--- config.mk ---
export PLATFORM = sky130hd
export DESIGN_NAME = img_addr_responder_flat
export DESIGN_NICKNAME = d
export VERILOG_FILES = /design/src/rtl/img_pkg.sv /design/src/rtl/img_addr_responder_if.sv /design/src/rtl/pix_fifo.sv /design/src/rtl/img_addr_responder.sv /design/src/flat_wrapper.sv
export SDC_FILE = /design/constraint.sdc
export NUM_CORES = 1
export LEC_CHECK = 0
export CAP_MARGIN = 30
export CORE_ASPECT_RATIO = 0.9
export CORE_UTILIZATION = 45
export DETAILED_ROUTE_END_ITERATION = 12
export PLACE_DENSITY = 0.77
export SYNTH_ARGS = -nofsm -noshare
export SYNTH_HDL_FRONTEND = slang
export SYNTH_SLANG_ARGS = --single-unit
--- constraint.sdc ---
create_clock -name clk -period 7.04 [get_ports clk]
set_clock_uncertainty 0.1 [all_clocks]
set_input_delay 1.408 -clock clk [delete_from_list [all_inputs] [get_ports clk]]
set_output_delay 1.408 -clock clk [all_outputs]
set_load 0.02 [all_outputs]
--- src/rtl/img_pkg.sv ---
// Shared types and constants for the image address responder and its sweeper.
package img_pkg;

  localparam int unsigned IMG_WIDTH_DEF  = 41;
  localparam int unsigned IMG_HEIGHT_DEF = 50;
  localparam int unsigned SWEEP_X_DEF    = 25;
  localparam int unsigned SWEEP_Y_DEF    = 25;
  localparam int unsigned DATA_W_DEF     = 8;

  typedef logic [DATA_W_DEF-1:0] pix_t;

  typedef struct packed {
    pix_t data;
    logic last;
  } resp_t;

  // Width of a linear address covering a w x h image.
  function automatic int unsigned addr_w(input int unsigned w, input int unsigned h);
    return $clog2(w * h);
  endfunction

endpackage

--- src/rtl/img_addr_responder_if.sv ---
// Coordinate request, RAM read and pixel response signals of the responder.
interface img_addr_responder_if
  import img_pkg::*;
#(
  parameter int unsigned W_X    = $clog2(IMG_WIDTH_DEF),
  parameter int unsigned W_Y    = $clog2(IMG_HEIGHT_DEF),
  parameter int unsigned W_A    = addr_w(IMG_WIDTH_DEF, IMG_HEIGHT_DEF),
  parameter int unsigned DATA_W = DATA_W_DEF
) ();

  logic              addr_valid;
  logic              addr_ready;
  logic [W_X-1:0]    x;
  logic [W_Y-1:0]    y;

  logic              mem_rd_en;
  logic [W_A-1:0]    mem_addr;
  logic [DATA_W-1:0] mem_rdata;

  logic              pix_valid;
  logic              pix_ready;
  logic [DATA_W-1:0] pix_data;
  logic              pix_last;

  // Responder side.
  modport slave (
    input  addr_valid, x, y, mem_rdata, pix_ready,
    output addr_ready, mem_rd_en, mem_addr, pix_valid, pix_data, pix_last
  );

  // Sweeper / RAM / evaluator side.
  modport master (
    output addr_valid, x, y, mem_rdata, pix_ready,
    input  addr_ready, mem_rd_en, mem_addr, pix_valid, pix_data, pix_last
  );

endinterface

--- src/rtl/pix_fifo.sv ---
// Synchronous FIFO with occupancy count; push is visible on the following cycle.
module pix_fifo #(
  parameter int unsigned WIDTH = 9,
  parameter int unsigned DEPTH = 4,
  parameter int unsigned CNT_W = $clog2(DEPTH) + 1
) (
  input  logic             clk,
  input  logic             rst_n,
  input  logic             push,
  input  logic [WIDTH-1:0] wdata,
  input  logic             pop,
  output logic [WIDTH-1:0] rdata,
  output logic [CNT_W-1:0] count,
  output logic             empty
);

  localparam int unsigned PW = $clog2(DEPTH);

  logic [WIDTH-1:0] mem_q [DEPTH];
  logic [PW-1:0]    wr_ptr_q, wr_ptr_d;
  logic [PW-1:0]    rd_ptr_q, rd_ptr_d;
  logic [CNT_W-1:0] count_q, count_d;

  // Pointer and occupancy update; pointers wrap naturally (DEPTH is a power of two).
  always_comb begin
    wr_ptr_d = wr_ptr_q;
    rd_ptr_d = rd_ptr_q;
    count_d  = count_q;
    if (push) wr_ptr_d = wr_ptr_q + PW'(1);
    if (pop)  rd_ptr_d = rd_ptr_q + PW'(1);
    unique case ({push, pop})
      2'b10:   count_d = count_q + CNT_W'(1);
      2'b01:   count_d = count_q - CNT_W'(1);
      default: count_d = count_q;
    endcase
  end

  // Control state register.
  always_ff @(posedge clk or negedge rst_n) begin
    if (!rst_n) begin
      wr_ptr_q <= '0;
      rd_ptr_q <= '0;
      count_q  <= '0;
    end else begin
      wr_ptr_q <= wr_ptr_d;
      rd_ptr_q <= rd_ptr_d;
      count_q  <= count_d;
    end
  end

  // Storage array, no reset needed: occupancy gates every read.
  always_ff @(posedge clk) begin
    if (push) mem_q[wr_ptr_q] <= wdata;
  end

  assign rdata = mem_q[rd_ptr_q];
  assign count = count_q;
  assign empty = (count_q == '0);

endmodule

--- src/rtl/img_addr_responder.sv ---
// Converts (x, y) requests to image-RAM reads and returns pixels in order,
// tagging the last pixel of each SWEEP_X*SWEEP_Y window.
// Optional build macro OOB_CLAMP_EN: clamp out-of-range coordinates and raise
// a sticky err_oob; otherwise addresses wrap and err_oob is tied low.
module img_addr_responder
  import img_pkg::*;
#(
  parameter int unsigned IMG_WIDTH  = IMG_WIDTH_DEF,
  parameter int unsigned IMG_HEIGHT = IMG_HEIGHT_DEF,
  parameter int unsigned SWEEP_X    = SWEEP_X_DEF,
  parameter int unsigned SWEEP_Y    = SWEEP_Y_DEF,
  parameter int unsigned DATA_W     = DATA_W_DEF,
  parameter int unsigned FIFO_DEPTH = 4
) (
  input  logic                 clk,
  input  logic                 rst_n,
  img_addr_responder_if.slave  bus,
  output logic                 err_oob
);

  localparam int unsigned W_X   = $clog2(IMG_WIDTH);
  localparam int unsigned W_Y   = $clog2(IMG_HEIGHT);
  localparam int unsigned W_A   = addr_w(IMG_WIDTH, IMG_HEIGHT);
  localparam int unsigned WIN   = SWEEP_X * SWEEP_Y;
  localparam int unsigned W_WIN = (WIN > 1) ? $clog2(WIN) : 1;
  localparam int unsigned W_CNT = $clog2(FIFO_DEPTH) + 1;

  typedef struct packed {
    logic [DATA_W-1:0] data;
    logic              last;
  } rsp_t;

  logic             en_q, en_d;
  logic             inflight_q, inflight_d;
  logic             last_q, last_d;
  logic [W_WIN-1:0] win_q, win_d;

  logic             fire;
  logic             win_end;
  logic [W_X-1:0]   x_eff;
  logic [W_Y-1:0]   y_eff;
  logic [W_A-1:0]   addr_lin;
  logic [W_CNT-1:0] fifo_count;
  logic             fifo_empty;
  logic             pop;
  rsp_t             push_r;
  rsp_t             head_r;

`ifdef OOB_CLAMP_EN
  logic oob;
  logic err_q, err_d;

  // Clamp coordinates into the image and flag any out-of-range handshake.
  always_comb begin
    x_eff = bus.x;
    y_eff = bus.y;
    oob   = 1'b0;
    if (32'(bus.x) >= IMG_WIDTH) begin
      x_eff = W_X'(IMG_WIDTH - 1);
      oob   = 1'b1;
    end
    if (32'(bus.y) >= IMG_HEIGHT) begin
      y_eff = W_Y'(IMG_HEIGHT - 1);
      oob   = 1'b1;
    end
    err_d = err_q | (fire & oob);
  end

  // Sticky error register, cleared only by reset.
  always_ff @(posedge clk or negedge rst_n) begin
    if (!rst_n) err_q <= 1'b0;
    else        err_q <= err_d;
  end

  assign err_oob = err_q;
`else
  assign x_eff   = bus.x;
  assign y_eff   = bus.y;
  assign err_oob = 1'b0;
`endif

  assign addr_lin = W_A'(y_eff) * W_A'(IMG_WIDTH) + W_A'(x_eff);

  // Credit: a read launched last cycle already owns a FIFO slot.
  assign bus.addr_ready = en_q & ((fifo_count + W_CNT'(inflight_q)) < W_CNT'(FIFO_DEPTH));
  assign fire           = bus.addr_valid & bus.addr_ready;
  assign bus.mem_rd_en  = fire;
  assign bus.mem_addr   = fire ? addr_lin : '0;

  assign win_end = (win_q == W_WIN'(WIN - 1));

  // Next-state for enable, in-flight tracking, tag pipeline and window counter.
  always_comb begin
    en_d       = 1'b1;
    inflight_d = fire;
    last_d     = fire & win_end;
    win_d      = win_q;
    if (fire) win_d = win_end ? '0 : win_q + W_WIN'(1);
  end

  // Control registers.
  always_ff @(posedge clk or negedge rst_n) begin
    if (!rst_n) begin
      en_q       <= 1'b0;
      inflight_q <= 1'b0;
      last_q     <= 1'b0;
      win_q      <= '0;
    end else begin
      en_q       <= en_d;
      inflight_q <= inflight_d;
      last_q     <= last_d;
      win_q      <= win_d;
    end
  end

  assign push_r.data = bus.mem_rdata;
  assign push_r.last = last_q;
  assign pop         = bus.pix_valid & bus.pix_ready;

  pix_fifo #(
    .WIDTH ($bits(rsp_t)),
    .DEPTH (FIFO_DEPTH),
    .CNT_W (W_CNT)
  ) u_fifo (
    .clk   (clk),
    .rst_n (rst_n),
    .push  (inflight_q),
    .wdata (push_r),
    .pop   (pop),
    .rdata (head_r),
    .count (fifo_count),
    .empty (fifo_empty)
  );

  assign bus.pix_valid = ~fifo_empty;
  assign bus.pix_data  = fifo_empty ? '0 : head_r.data;
  assign bus.pix_last  = fifo_empty ? 1'b0 : head_r.last;

endmodule

--- src/flat_wrapper.sv ---
// flat-port wrapper written by rule: the top's interface ports become plain ports
module img_addr_responder_flat import img_pkg::*;
#(
  parameter int unsigned IMG_WIDTH  = IMG_WIDTH_DEF,
  parameter int unsigned IMG_HEIGHT = IMG_HEIGHT_DEF,
  parameter int unsigned SWEEP_X    = SWEEP_X_DEF,
  parameter int unsigned SWEEP_Y    = SWEEP_Y_DEF,
  parameter int unsigned DATA_W     = DATA_W_DEF,
  parameter int unsigned FIFO_DEPTH = 4
)
  (clk, rst_n, err_oob, bus_addr_valid, bus_x, bus_y, bus_mem_rdata, bus_pix_ready, bus_addr_ready, bus_mem_rd_en, bus_mem_addr, bus_pix_valid, bus_pix_data, bus_pix_last);
  img_addr_responder_if #(.W_X((6)), .W_Y((6)), .W_A((12)), .DATA_W(DATA_W)) bus_i ();
  input  logic clk;
  input  logic rst_n;
  output logic err_oob;
  input wire logic [$bits(bus_i.addr_valid)-1:0] bus_addr_valid;
  input wire logic [$bits(bus_i.x)-1:0] bus_x;
  input wire logic [$bits(bus_i.y)-1:0] bus_y;
  input wire logic [$bits(bus_i.mem_rdata)-1:0] bus_mem_rdata;
  input wire logic [$bits(bus_i.pix_ready)-1:0] bus_pix_ready;
  output wire logic [$bits(bus_i.addr_ready)-1:0] bus_addr_ready;
  output wire logic [$bits(bus_i.mem_rd_en)-1:0] bus_mem_rd_en;
  output wire logic [$bits(bus_i.mem_addr)-1:0] bus_mem_addr;
  output wire logic [$bits(bus_i.pix_valid)-1:0] bus_pix_valid;
  output wire logic [$bits(bus_i.pix_data)-1:0] bus_pix_data;
  output wire logic [$bits(bus_i.pix_last)-1:0] bus_pix_last;
  assign bus_i.addr_valid = bus_addr_valid;
  assign bus_i.x = bus_x;
  assign bus_i.y = bus_y;
  assign bus_i.mem_rdata = bus_mem_rdata;
  assign bus_i.pix_ready = bus_pix_ready;
  assign bus_addr_ready = bus_i.addr_ready;
  assign bus_mem_rd_en = bus_i.mem_rd_en;
  assign bus_mem_addr = bus_i.mem_addr;
  assign bus_pix_valid = bus_i.pix_valid;
  assign bus_pix_data = bus_i.pix_data;
  assign bus_pix_last = bus_i.pix_last;
  img_addr_responder #(.IMG_WIDTH(IMG_WIDTH), .IMG_HEIGHT(IMG_HEIGHT), .SWEEP_X(SWEEP_X), .SWEEP_Y(SWEEP_Y), .DATA_W(DATA_W), .FIFO_DEPTH(FIFO_DEPTH)) u_core (.clk(clk), .rst_n(rst_n), .bus(bus_i), .err_oob(err_oob));
endmodule
==> results of run 1 <==
[per-layer routing]
| metal | part of all wire | vias to the layer above | global-route usage |
|---|---|---|---|
| li1 | - | 1012 | - |
| met1 | 0.49 | 983 | 0.222 |
| met2 | 0.48 | 43 | 0.275 |
| met3 | 0.032 | 2 | 0.0238 |
| met4 | 0.0047 | 0 | 0.0298 |
| met5 | 0 | - | 0 |
[worst reg2reg max path, delay by kind of cell (launching register included)]
family | cells | cell delay [ns]
and+or+nand+nor | 3 | 0.92
DFF | 1 | 0.43
adders and majority gates | 2 | 0.42
xor gates and xnor gates | 2 | 0.28
buffers and inverters | 1 | 0.08
[logic make-up after synthesis]
kind of cell,after synthesis,synth area share
simple gates,63,0.107
flops,56,0.478
fa+ha+maj,47,0.187
compound gates,31,0.0700
buf+inv,22,0.0329
mux,17,0.0855
xor+xnor,14,0.0371
other cells,2,0.00227
[cells in the final DEF, fill, tap and decap left out, types with 3 or more instances in the layout]
cell / n
ha_1: 43
nand2b_1: 4
mux4_2: 9
o21ai_1: 6
nand4_1: 4
nand2_1: 10
clkbuf_8: 5
and2_1: 18
a21o_1: 4
a21oi_1: 6
xnor2_1: 7
xor2_1: 7
clkdlybuf4s50_1: 47
nor3_1: 3
nor2_1: 7
dfrtp_1: 20
fa_1: 4
edfxtp_1: 36
mux2i_1: 8
nand3_1: 6
inv_1: 14
and3_1: 3
[power by group through the flow]
| stage | registers (mW) | logic [mW] | clock network, mW |
|---|---|---|---|
| 2_1_floorplan | 0.439 | 0.368 | 0 |
| 3_3_place_gp | 0.477 | 0.489 | 0 |
| 3_5_place_dp | 0.481 | 0.498 | 0 |
| 4_1_cts | 0.474 | 0.504 | 0.207 |
| 5_1_grt | 0.482 | 0.548 | 0.220 |
| 6_report | 0.472 | 0.498 | 0.205 |
[worst max path at each step]
stage,from,endpoint,slack [ns]
floorplan,bus_y[0],bus_mem_addr[9],1.25
global placement,bus_y[0],bus_mem_addr[9],0.30
detailed placement,bus_y[0],bus_mem_addr[9],0.24
CTS,bus_y[0],bus_mem_addr[9],0.23
global route,bus_y[0],bus_mem_addr[9],0.03
finish,bus_y[0],bus_mem_addr[9],0.25
[state kept, by name, indices dropped and copies added, names as in the netlist]
| name | flops |
|---|---|
| u_core.win_q | 10 |
| u_core.en_q | 1 |
| u_core.u_fifo.rd_ptr_q | 2 |
| u_core.last_q | 1 |
| u_core.u_fifo.wr_ptr_q | 2 |
| u_core.u_fifo.count | 3 |
| u_core.u_fifo.mem_q | 36 |
| u_core.inflight_q | 1 |
[cell type report]
| cell class | count | area (um2) | area share |
|---|---|---|---|
| clock buffers | 5 | 68.8 | 0.0174 |
| clock inverters | 3 | 42.5 | 0.0108 |
| inverters | 15 | 58.8 | 0.0149 |
| multi-input cells | 174 | 1620 | 0.409 |
| flip-flops and latches | 56 | 1580 | 0.400 |
| well taps | 93 | 116 | 0.0294 |
| repair buffers | 47 | 470 | 0.119 |
[per-stage QoR]
stage               power, mW  cells  worst slack (ns)
finish                   1.18    393             0.245
global route             1.25    393            0.0265
CTS                      1.19    393             0.232
detailed placement      0.979    385             0.236
global placement        0.965    385             0.297
floorplan               0.807    252              1.25
==> metrics.md, run 1 <==
| Metric | Value |
|---|---|
| Run status | complete, no violations |
| DRC Markers | 0 |
| Hold_sp | u_core.last_q |
| LEAKAGE | 1.62 nW |
| Post-synth top flop | edfxtp_1 |
| Antenna violations before repair | 0 |
| Clk network pwr share | 0.175 |
| Post-synth top cells | 43 x ha_1, 36 x edfxtp_1, 20 x dfrtp_1, 18 x and2_1, 14 x inv_1 |
| Top-area cell type share of the netlist area | 0.327 |
| Post_cts resized | 0 |
| CP required | 5.53 ns |
| Max Cap Viol | 0 |
| Power per cell area | 297 nW/um2 |
| Final Cycle Share | 0.965 |
| Crit end category | output pin |
| CTS root buf | clkbuf_8 |
| HP Class | reg2reg |
| End of the worst register-to-register path | u_core.u_fifo.count[2] |
| Stages on worst setup path | 11 |
| Initial Util | 0.467 |
| Row cnt | 29 |
| #FFs+latches synth | 56 |
| H-tree depth | 2 |
| Starting DRT DRC Count | 88 |
| Setup repair bufs after CTS | 0 |
| Sw Ratio | 0.349 |
| Layout cell share with drive strength beyond 1 | 0.0933 |
| Longest Clk Path Bufs | 2 |
| Number of setup violations in the final report | 0 |
| Sequential power share | 0.401 |
| Clk pin slew, worst setup/hold paths | 0.10 ns |
| Top post-synthesis cells by area | edfxtp_1 33%, ha_1 16%, dfrtp_1 15% |
| Routed WL | slightly below 6000 um |
| Critical path arrival | 5.29 ns |
| Core footprint | 7080 um2 |
| CTS tree | built |
| Post-synthesis sequential area ratio | 0.478 |
| RSZ-0062 raised after global routing | false |
| FF-to-FF path depth | 8 |
| Maximum number of pins on one net before global-route repair | 21 |
| Die Y | 83.3 um |
| Number of buffers created by CTS | 5 |
| Syn Inst Count | roughly 250 |
| Top-count cell post-synth | ha_1 |
| Post-Synthesis Cell Area | 3310 um2 |
| Slowest-stage cell, CP | clkdlybuf4s50_1 |
| Synth area leader | edfxtp_1 |
| Critical path's largest stage delay | between 0.6 and 0.7 ns |
| Die width | 92.4 um |
| CP Launch Type | input port |
| Rel. slew slack | 0.396 |
| Worst VDD drop | 0.114 mV |
| Post-Route Utilization | 0.559 |
| Number of global-route vias before repair | 2182 |
| Clock sinks | 56 |
| Fillers | 577 |
| Worst path bufs/invs | 2 |
| RD Place Congestion | 0.783 |
| Sw power | between 0.4 and 0.5 mW |
| WHS | 0.401 ns |
| Max Transition Viols Final | 0 |
| Synth warn | 0 |
| Worst-path maximum fanout | 6 |
| WHS Endpoint | u_core.u_fifo.mem_q[0][0] |
| Post-synthesis async set-or-reset flop share | 0.357 |
| Area after DPL | 3840 um2 |
| Worst skew pair latency | 0.30 ns |
| Post-synth EDFFs | 36 |
| Ports | 49 |
| DR pass1 iterations | 4 |
| Gr usage total | 0.162 |
| DIE AREA | 7700 um2 |
| Antenna viol nets, final | 0 |
| R2R setup slack | approximately 4.7 ns |
| Final hold viol count | 0 |
| Yosys cell types | 47 |
| Crit path time final | 6.79 ns |
| F_max | roughly 150 MHz |
| Ant diodes | 0 |
| First-pass GRT wire length | a little under 10000 um |
| CP Cell Sequence | clkdlybuf4s50_1, ha_1, ha_1, ha_1, fa_1, ha_1, a21o_1, a221o_1, a31oi_1, mux2i_1, clkdlybuf4s50_1 |
| Hold path depth | 0 |
| CP Class | in2out |
| Vias/cell | 5.19 |
| Final TNS setup | 0 ns |
| Nets | 370 |
| Via count | 2040 |
| Internal | 0.766 mW |
| Routed len/inst | 14.7 um |
| Synth-to-layout area growth | 19.6% |
| Design Area, Final | slightly below 4000 um2 |
| Logic pwr share | 0.424 |
| Mapped Nets | 323 |
| Syn_area_per_cell | 13.1 um2 |
| Worst path top cell family by delay | adder cells |
| HPWL Detailed | 4350 um |
| CTS Hold Buffers Added | 0 |
| Grt ovf | 0 |
| Critical Path Most Common Cell | ha_1 |
| R2r startpoint | u_core.u_fifo.count[2] |
| Port bufs | 47 |
| Worst slew pin tran | 0.903 ns |
Note: power is estimated with default switching activity, not from simulation.
==> inputs of run 2 (changes only) <==
--- a/config.mk
+++ b/config.mk
@@ -9,7 +9,7 @@
 export CORE_ASPECT_RATIO = 0.9
 export CORE_UTILIZATION = 45
 export DETAILED_ROUTE_END_ITERATION = 12
-export PLACE_DENSITY = 0.77
+export PLACE_DENSITY = 0.8
 export SYNTH_ARGS = -nofsm -noshare
 export SYNTH_HDL_FRONTEND = slang
 export SYNTH_SLANG_ARGS = --single-unit
==> constraint.sdc (replaced) <==
create_clock -name clk -period 5.5 [get_ports clk]
set_clock_uncertainty 0.1 [all_clocks]
set_input_delay 1.1 -clock clk [delete_from_list [all_inputs] [get_ports clk]]
set_output_delay 1.1 -clock clk [all_outputs]
set_load 0.02 [all_outputs]
==> run 2 against run 1 <==
  * Combinational power rose by 37%
  * Critical endpoint unchanged
  * Flip-flop and latch count unchanged
  * Largest power group unchanged
  * Non-clock buffer count is 16 higher
  * Cell count rose by 4.1%
  * First-iteration DRC count shrank 35%
  * Total power is 29% higher
  * Register-to-register slack got worse by 1.6 ns
  * Largest cell class unchanged
  * Die area is the same
  * Utilization up 2.1 points
  * Critical path type unchanged
==> metrics.md, run 2 (synthesis results as in run 1) <==
| Metric | Value |
|---|---|
| Run status | complete, no violations |
| CP Class | in2out |
| Port bufs | 47 (unchanged) |
| Final Cycle Share | 0.979 |
| Vias/cell | 5.16 (-0.52%) |
| HP Class | reg2reg |
| Row cnt | 29 (unchanged) |
| Number of buffers created by CTS | 5 (unchanged) |
| Setup repair bufs after CTS | 0 (unchanged) |
| Clk pin slew, worst setup/hold paths | 0.09 ns (about the same) |
| CP Launch Type | input port |
| Sw Ratio | 0.356 (+0.00742) |
| Slowest-stage cell, CP | clkdlybuf4s50_1 |
| Clock sinks | 56 (unchanged) |
| Layout cell share with drive strength beyond 1 | 0.168 (+0.0744) |
| Most frequent cells in the layout | 39 x ha_1, 39 x clkdlybuf4s50_1, 36 x edfxtp_1, 20 x dfrtp_1, 18 x and2_1 |
| Worst skew pair latency | 0.30 ns (about the same) |
| CTS tree | built |
| DIE AREA | 7700 um2 (unchanged) |
| WHS Endpoint | u_core.u_fifo.mem_q[3][0] |
| Nets | 386 (+4.3%) |
| Grt ovf | 0 (unchanged) |
| Worst-path maximum fanout | 3 (-3) |
| Via count | 2112 (+3.5%) |
| Longest Clk Path Bufs | 2 (unchanged) |
| Ports | 49 (unchanged) |
| Die width | 92.4 um (unchanged) |
| Crit end category | output pin |
| Initial Util | 0.467 (unchanged) |
| F_max | 186 MHz |
| Synth-to-layout area growth | 24.1% |
| Hold_sp | u_core.last_q |
| CP required | 4.30 ns (-1.23 ns) |
| Crit path time final | 5.38 ns |
| Final TNS setup | 0 ns (unchanged) |
| Antenna violations before repair | 0 (unchanged) |
| Max Cap Viol | 0 (unchanged) |
| Die Y | 83.3 um (unchanged) |
| Maximum number of pins on one net before global-route repair | 21 (unchanged) |
| Power per cell area | 369 nW/um2 (+24%) |
| End of the worst register-to-register path | u_core.u_fifo.count[2] |
| Gr usage total | 0.163 (+0.000988) |
| Sequential power share | 0.400 (about the same) |
| Internal | 0.976 mW (+28%) |
| Max Transition Viols Final | 0 (unchanged) |
| Largest register by flop count | u_core.u_fifo.mem_q |
| HPWL Detailed | 4400 um (+1.3%) |
| Post-Route Utilization | 0.580 (+0.0212) |
| Core footprint | 7080 um2 (unchanged) |
| Routed WL | 5890 um (+2.1%) |
| Critical path's largest stage delay | 0.49 ns (-0.13 ns) |
| Routed len/inst | 14.4 um (-1.8%) |
| Worst slew pin tran | 0.909 ns (+0.00641 ns) |
| CTS Hold Buffers Added | 0 (unchanged) |
| LEAKAGE | 1.72 nW (+6.1%) |
| CTS root buf | clkbuf_8 |
| DRC Markers | 0 (unchanged) |
| RD Place Congestion | 0.780 (-0.40%) |
| Critical path arrival | 4.18 ns (-1.11 ns) |
| R2r startpoint | u_core.u_fifo.count[2] |
| Number of setup violations in the final report | 0 (unchanged) |
| DR pass1 iterations | 4 (unchanged) |
| R2R setup slack | 3.13 ns (-1.57 ns) |
| RSZ-0062 raised after global routing | true |
| Worst Setup Slack, final | 0.116 ns (-0.129 ns) |
| Ant diodes | 0 (unchanged) |
| FF-to-FF path depth | 8 (unchanged) |
| Worst VDD drop | 0.156 mV (+38%) |
| Sw power | 0.540 mW (+32%) |
| Rel. slew slack | 0.392 (-0.00429) |
| Number of global-route vias before repair | 2120 (-2.8%) |
| Hold path depth | 0 (unchanged) |
| H-tree depth | 2 (unchanged) |
| CP Cell Sequence | clkdlybuf4s50_1, ha_1, ha_1, ha_1, ha_1, ha_1, and3_1, a221o_1, a31oi_1, mux2i_1, buf_4 |
| Clk network pwr share | 0.150 (-0.025) |
| First-pass GRT wire length | 9960 um (+0.56%) |
| Starting DRT DRC Count | 57 (-35%) |
| Max reg flops | 36 (unchanged) |
| Final hold viol count | 0 (unchanged) |
| Antenna viol nets, final | 0 (unchanged) |
| Critical Path Most Common Cell | ha_1 |
| Logic pwr share | 0.451 (+0.027) |
| Fillers | 574 (-0.52%) |
| Post-placement setup slack | -0.561 ns (-0.797 ns) |
[run 2: per-layer routing]
metal / wire length [um] / track usage
met5: 0 / 0
met3: 197 / 0.0220
met2: 2750 / 0.258
met1: 2890 / 0.235
met4: 56 / 0.0440
[run 2: cell type report]
cell class | instances | area, um2 | area share
multi-input cells | 174 | 1670 | 0.408
clock buffers | 7 | 86.3 | 0.0210
flip-flops and latches | 56 | 1580 | 0.385
repair buffers | 63 | 579 | 0.141
inverters | 15 | 58.8 | 0.0143
well taps | 93 | 116 | 0.0283
clock inverters | 1 | 8.76 | 0.00213
[run 2: repair_timing]
action,in CTS,in global routing
setup endpoints to repair,7,7
resized for setup,25,5
pin swaps,8,7
[run 2: worst max path at each step]
stage,startpoint,endpoint
finish,bus_y[1],bus_mem_addr[9]
detailed placement,bus_y[0],bus_mem_addr[9]
global placement,bus_y[0],bus_mem_addr[9]
global route,bus_y[5],bus_mem_addr[11]
floorplan,bus_y[0],bus_mem_addr[9]
CTS,bus_y[2],bus_mem_addr[9]
[run 2: critical path: cells and delay by family]
| family | cells | cell delay (ns) |
|---|---|---|
| simple gates | 1 | 0.19 |
| compound gates | 2 | 0.57 |
| fa+ha+maj | 5 | 1.44 |
| buf+inv | 2 | 0.65 |
| mux | 1 | 0.21 |
[run 2: power groups by stage]
stage	clock [mW]	sequential, mW	combinational [mW]
final	0.227	0.606	0.683
after global placement	0	0.610	0.654
after floorplan	0	0.562	0.471
after detailed placement	0	0.614	0.673
after CTS	0.234	0.606	0.684
after global routing	0.250	0.618	0.746
[run 2: per-stage QoR]
stage	total power [mW]	area [um2]	instances	hold slack [ns]
floorplan	1.03	3310	252	0.355
global placement	1.26	3960	401	0.370
detailed placement	1.29	3960	401	0.377
CTS	1.52	4060	409	0.400
global route	1.61	4110	409	0.430
finish	1.52	4110	409	0.398
